### src/rtl/count_mon_pkg.sv
// Shared types and defaults for the count_monitor sequence checker.
// Holds the FSM state encoding and the modular increment used for prediction.
package count_mon_pkg;

    typedef enum logic [1:0] {
        IDLE,
        SYNC,
        LOCKED
    } state_e;

    localparam int unsigned WIDTH_DEF    = 4;
    localparam int unsigned LOCK_CNT_DEF = 4;
    localparam int unsigned ERR_W_DEF    = 8;

    // x+1 truncated to w bits; callers narrow the result to their own width.
    function automatic logic [31:0] next_count(input logic [31:0] x, input int unsigned w);
        logic [31:0] mask;
        if (w >= 32)
            mask = '1;
        else
            mask = (32'd1 << w) - 32'd1;
        return (x + 32'd1) & mask;
    endfunction

endpackage

### src/rtl/count_monitor_sat_counter.sv
// Saturating up-counter: increments on inc, sticks at all-ones, clears on rst.
// Used for the monitor's error tally; reusable for any event count.
module sat_counter #(
    parameter int unsigned W = 8
) (
    input  logic         clk,
    input  logic         rst,
    input  logic         inc,
    output logic [W-1:0] value
);

    logic [W-1:0] r_value;

    always_ff @(posedge clk) begin
        if (rst)
            r_value <= '0;
        else if (inc && (r_value != '1))
            r_value <= r_value + 1'b1;
    end

    assign value = r_value;

endmodule

### src/rtl/count_monitor.sv
// Checks that a sampled counter steps by +1 modulo 2^WIDTH; locks after a run
// of good steps, pulses err on a break while locked, and tallies breaks.
module count_monitor
    import count_mon_pkg::*;
#(
    parameter int unsigned WIDTH    = WIDTH_DEF,
    parameter int unsigned LOCK_CNT = LOCK_CNT_DEF,
    parameter int unsigned ERR_W    = ERR_W_DEF
) (
    input  logic             clk,
    input  logic             rst,
    input  logic             en,
    input  logic [WIDTH-1:0] q,
    output logic             locked,
    output logic             err,
    output logic             wrap,
    output logic [ERR_W-1:0] err_cnt,
    output logic [WIDTH-1:0] expected
);

    localparam logic [3:0] LOCK_VAL = 4'(LOCK_CNT);

    state_e           r_state;
    logic [WIDTH-1:0] r_prev;
    logic [3:0]       r_run_cnt;
    logic             r_locked;
    logic             r_err;
    logic             r_wrap;
    logic [WIDTH-1:0] r_expected;

    state_e           w_state_next;
    logic [WIDTH-1:0] w_prev_next;
    logic [3:0]       w_run_next;
    logic [3:0]       w_run_inc;
    logic             w_err_next;
    logic             w_wrap_next;
    logic             w_match;
    logic [WIDTH-1:0] w_prev_inc;
    logic [WIDTH-1:0] w_expected_next;
    logic [ERR_W-1:0] w_err_cnt;

    assign w_prev_inc      = WIDTH'(next_count(32'(r_prev), WIDTH));
    assign w_expected_next = WIDTH'(next_count(32'(w_prev_next), WIDTH));
    assign w_match         = (q == w_prev_inc);
    assign w_run_inc       = r_run_cnt + 4'd1;

    always_comb begin
        w_state_next = r_state;
        w_prev_next  = r_prev;
        w_run_next   = r_run_cnt;
        w_err_next   = 1'b0;
        w_wrap_next  = 1'b0;
        if (en) begin
            w_prev_next = q;
            unique case (r_state)
                IDLE: begin
                    w_run_next   = '0;
                    w_state_next = SYNC;
                end
                SYNC: begin
                    if (w_match) begin
                        w_run_next = w_run_inc;
                        if (w_run_inc == LOCK_VAL)
                            w_state_next = LOCKED;
                    end else begin
                        w_run_next = '0;
                    end
                end
                LOCKED: begin
                    if (w_match) begin
                        w_wrap_next = (r_prev == '1);
                    end else begin
                        w_err_next   = 1'b1;
                        w_run_next   = '0;
                        w_state_next = SYNC;
                    end
                end
                default: w_state_next = IDLE;
            endcase
        end
    end

    always_ff @(posedge clk) begin
        if (rst) begin
            r_state    <= IDLE;
            r_prev     <= '0;
            r_run_cnt  <= '0;
            r_locked   <= 1'b0;
            r_err      <= 1'b0;
            r_wrap     <= 1'b0;
            r_expected <= WIDTH'(1);
        end else begin
            r_state    <= w_state_next;
            r_prev     <= w_prev_next;
            r_run_cnt  <= w_run_next;
            r_locked   <= (w_state_next == LOCKED);
            r_err      <= w_err_next;
            r_wrap     <= w_wrap_next;
            r_expected <= w_expected_next;
        end
    end

    sat_counter #(.W(ERR_W)) u_err_cnt (
        .clk   (clk),
        .rst   (rst),
        .inc   (w_err_next),
        .value (w_err_cnt)
    );

    assign locked   = r_locked;
    assign err      = r_err;
    assign wrap     = r_wrap;
    assign err_cnt  = w_err_cnt;
    assign expected = r_expected;

endmodule

### config.mk
export PLATFORM = sky130hd
export DESIGN_NAME = count_monitor
export DESIGN_NICKNAME = d
export VERILOG_FILES = /design/src/rtl/count_mon_pkg.sv /design/src/rtl/count_monitor_sat_counter.sv /design/src/rtl/count_monitor.sv
export SDC_FILE = /design/constraint.sdc
export NUM_CORES = 1
export LEC_CHECK = 0
export BUFFER_PORTS_ARGS = -buffer_cell sky130_fd_sc_hd__buf_2
export CAP_MARGIN = 20
export CORE_MARGIN = 10
export CORE_UTILIZATION = 55
export DETAILED_ROUTE_END_ITERATION = 12
export HOLD_SLACK_MARGIN = 0.03
export PLACE_DENSITY = 0.89
export SYNTH_ARGS = -nofsm -noshare
export SYNTH_HDL_FRONTEND = slang
export SYNTH_SLANG_ARGS = --single-unit
### constraint.sdc
create_clock -name clk -period 2.73 [get_ports clk]
set_clock_uncertainty 0.05 [all_clocks]
set_input_delay 0.273 -clock clk [delete_from_list [all_inputs] [get_ports clk]]
set_output_delay 0.273 -clock clk [all_outputs]
set_load 0.02 [all_outputs]
==> impl_metrics.env <==
export IMPL_hold_class="input pin to flop"
export IMPL_numCtsBuffers=3
export IMPL_crit_required_ns=2.90
export IMPL_hold_violations=0
export IMPL_crit_type="flop to flop"
export IMPL_post_cts_resized=0
export IMPL_finalSetupTns_ns=0
export IMPL_synth_simple_gate_area_share_pct=24.75
export IMPL_clkPwrFrac_pct=25.0
export IMPL_mostFrequentLayoutCell="dfxtp_1"
export IMPL_wl_met3_um=141
export IMPL_n_antenna_cell=0
export IMPL_start_util_pct=56.83
export IMPL_fin_crit_sh_pct=76.37
export IMPL_pin_count=22
export IMPL_synth_top_family_by_area="simple AND/OR/NAND/NOR gates"
export IMPL_worst_slew_pin_slew_ns=0.5293
export IMPL_htreeDepth=1
export IMPL_netlist_instances=152
export IMPL_core_um2=2455
export IMPL_drive_above_1_share_pct=22.94
export IMPL_post_route_min_period_ns=2.085
export IMPL_synth_compound_area_share_pct=16.05
export IMPL_antenna_found_initial=0
export IMPL_grt_pass1_vias=1084
export IMPL_ys_types=47
export IMPL_ys_seq_elements=25
export IMPL_leakagePower_nw=0.6606
export IMPL_synth_area_per_cell_um2=9.178
export IMPL_pwr_share_comb_pct=15.5
export IMPL_drcViolationCount=0
export IMPL_nNetsFinal=182
export IMPL_maxCapViolCount=0
export IMPL_p_sw_share_pct=27.28
export IMPL_peakVddDrop_uv=348.2
export IMPL_cts_setup_buffers=0
export IMPL_synth_edf_count=0
export IMPL_yosys_area_top_type_share_pct=35.87
export IMPL_slew_headroom_pct=64.71
export IMPL_ys_seq_area_share_pct=35.87
export IMPL_layout_common_cells="dfxtp_1 (25), buf_2 (21), nor2_1 (14)"
export IMPL_root_buffer="clkbuf_4"
export IMPL_endpoint_kind="flop"
export IMPL_holdWs_ns=0.2206
export IMPL_power_density_nw_per_um2=418.2
export IMPL_synthMuxAreaShare_pct=8.430
export IMPL_min_from="q[3]"
export IMPL_r2r_start="r_prev[0]$_SDFF_PP0_"
export IMPL_cts_buffer_depth=2
export IMPL_start_kind="flop"
export IMPL_routed_via_density=5.840
export IMPL_io_buffers=21
export IMPL_drtIter0Drc=55
export IMPL_dr_max_layer_used="met4"
export IMPL_p_int_uw=466.5
export IMPL_grt_start_max_net_pins=35
export IMPL_crit_fanout=13
export IMPL_rsz0062_at_grt="no"
export IMPL_finalPower_uw=641.5
export IMPL_ys_async_sr_fraction_pct=0
export IMPL_rows=18
export IMPL_syn2layout_area_growth_pct=9.955
export IMPL_wl_per_cell_um=14.22
export IMPL_setup_viol=0
export IMPL_ys_flop_type="dfxtp_1"
export IMPL_die_h_um=70.37
export IMPL_pwr_share_seq_pct=59.5
export IMPL_yosys_area_top_type="dfxtp_1"
export IMPL_via_count=1168
export IMPL_synthAdderAreaFrac_pct=3.587
export IMPL_wirelength_um=2843
export IMPL_clkSlewWorstSetupHoldPaths_ns=0.14
export IMPL_synthXorXnorAreaFrac_pct=6.637
export IMPL_finalNonFillerCells=200
export IMPL_dieWidth_um=70.37
export IMPL_synth_warnings=0
export IMPL_max_freq_mhz=479.6
export IMPL_hpwl_um=2087
export IMPL_gp_congestion=0.8611
export IMPL_worstSkewPairLatency_ns=0.32
export IMPL_startpoint="r_prev[0]$_SDFF_PP0_"
export IMPL_yosys_top_cells_area="dfxtp_1 (36%), mux2_2 (4.8%), a211oi_1 (3.8%)"
export IMPL_grt_first_pass_wirelength_um=5009
export IMPL_crit_arrival_ns=2.26
export IMPL_clkSinkCount=25
export IMPL_p_sw_uw=175.0
export IMPL_die_area_um2=4951
export IMPL_cts_tree="built"
export IMPL_antenna_left=0
export IMPL_slew_violations=0
export IMPL_syn_area_um2=1395
export IMPL_cts_hold_fix_buffers=0
export IMPL_wirelength_met1_um=1247
export IMPL_wl_met2_um=1427
export IMPL_dp_cells=196
export IMPL_drt_first_pass_iters=4
export IMPL_grt_ovfl_total=0
export IMPL_syn_num_nets=163
export IMPL_status="completed"
export IMPL_track_usage_pct=11.62
layout make-up:
cell class / count / area, um2
multi-input combinational: 113 / 829.5
tap: 30 / 37.54
clock inverter: 1 / 5.005
inverter: 5 / 18.77
sequential: 25 / 500.5
fill: 210 / 920.9
timing repair buffer: 23 / 120.1
clock buffer: 3 / 22.52
power by group through the flow:
stage / Sequential (mW) / Combinational, mW / Clock [mW]
3_3_place_gp: 0.389 / 0.0964 / 0
2_1_floorplan: 0.393 / 0.0739 / 0
6_report: 0.382 / 0.0994 / 0.160
3_5_place_dp: 0.390 / 0.0990 / 0
4_1_cts: 0.382 / 0.0994 / 0.171
5_1_grt: 0.383 / 0.109 / 0.182
stage by stage:
| step | instance area, um2 | utilization, % | setup slack (ns) |
|---|---|---|---|
| 2_1_floorplan | 1395 | - | 0.8278 |
| 3_3_place_gp | 1506 | 61.37 | 0.7108 |
| 3_5_place_dp | 1506 | 61.37 | 0.6436 |
| 4_1_cts | 1534 | 62.49 | 0.6361 |
| 5_1_grt | 1534 | 62.49 | 0.5202 |
| 6_report | 1534 | 62.49 | 0.6451 |
per-layer routing:
metal	GRT usage [%]	vias up
li1	-	585
met1	13.23	544
met2	20.26	33
met3	3.249	6
met4	3.509	0
met5	0	-
flip-flops by register name, summed over array words and instances (netlist names):
name,count
expected,4
err,1
r_run_cnt,4
u_err_cnt.value,8
r_state,2
r_prev,4
wrap,1
locked,1
synthesized netlist by cell type (all sizes together) (2+ instances only):
master / count
dfxtp: 25
nor2: 14
a211oi: 8
nand3: 8
nor2b: 8
clkbuf: 6
mux2: 6
nand2: 6
inv: 5
mux2i: 5
nor3: 5
ha: 4
nand2b: 4
xor2: 4
a21boi: 3
a31oi: 3
buf: 3
nand4: 3
nand4b: 3
xnor2: 3
a21o: 2
a21oi: 2
a32oi: 2
and3: 2
o21ai: 2
o21bai: 2
path summary, 6_finish.rpt:
| kind | end | slack, ns | cells past startpoint |
|---|---|---|---|
| worst max-delay path | u_err_cnt.value[3]$_SDFFE_PP0P_ | 0.65 | 6 |
| worst min-delay path | r_prev[3]$_SDFF_PP0_ | 0.22 | 3 |
| worst max register to register | u_err_cnt.value[3]$_SDFFE_PP0P_ | 0.65 | 6 |
| worst min register to register | wrap$_SDFF_PP0_ | 0.46 | 2 |
critical path, cell delays in order (launching register included):
cell,delay [ns]
dfxtp_1,0.42
ha_1,0.20
xor3_1,0.45
nor3_4,0.25
buf_4,0.25
a211oi_1,0.10
mux2_2,0.28
cell families (layout without fill, tap and decap cells):
logic type | after synthesis | in the layout
muxes | 11 | 11
DFF | 25 | 25
adders and majority gates | 4 | 4
buffers and inverters | 14 | 32
xor gates and xnor gates | 8 | 8
AOI/OAI and AO/OA | 30 | 30
and+or+nand+nor | 60 | 60
(Power assumes the default switching activity.)
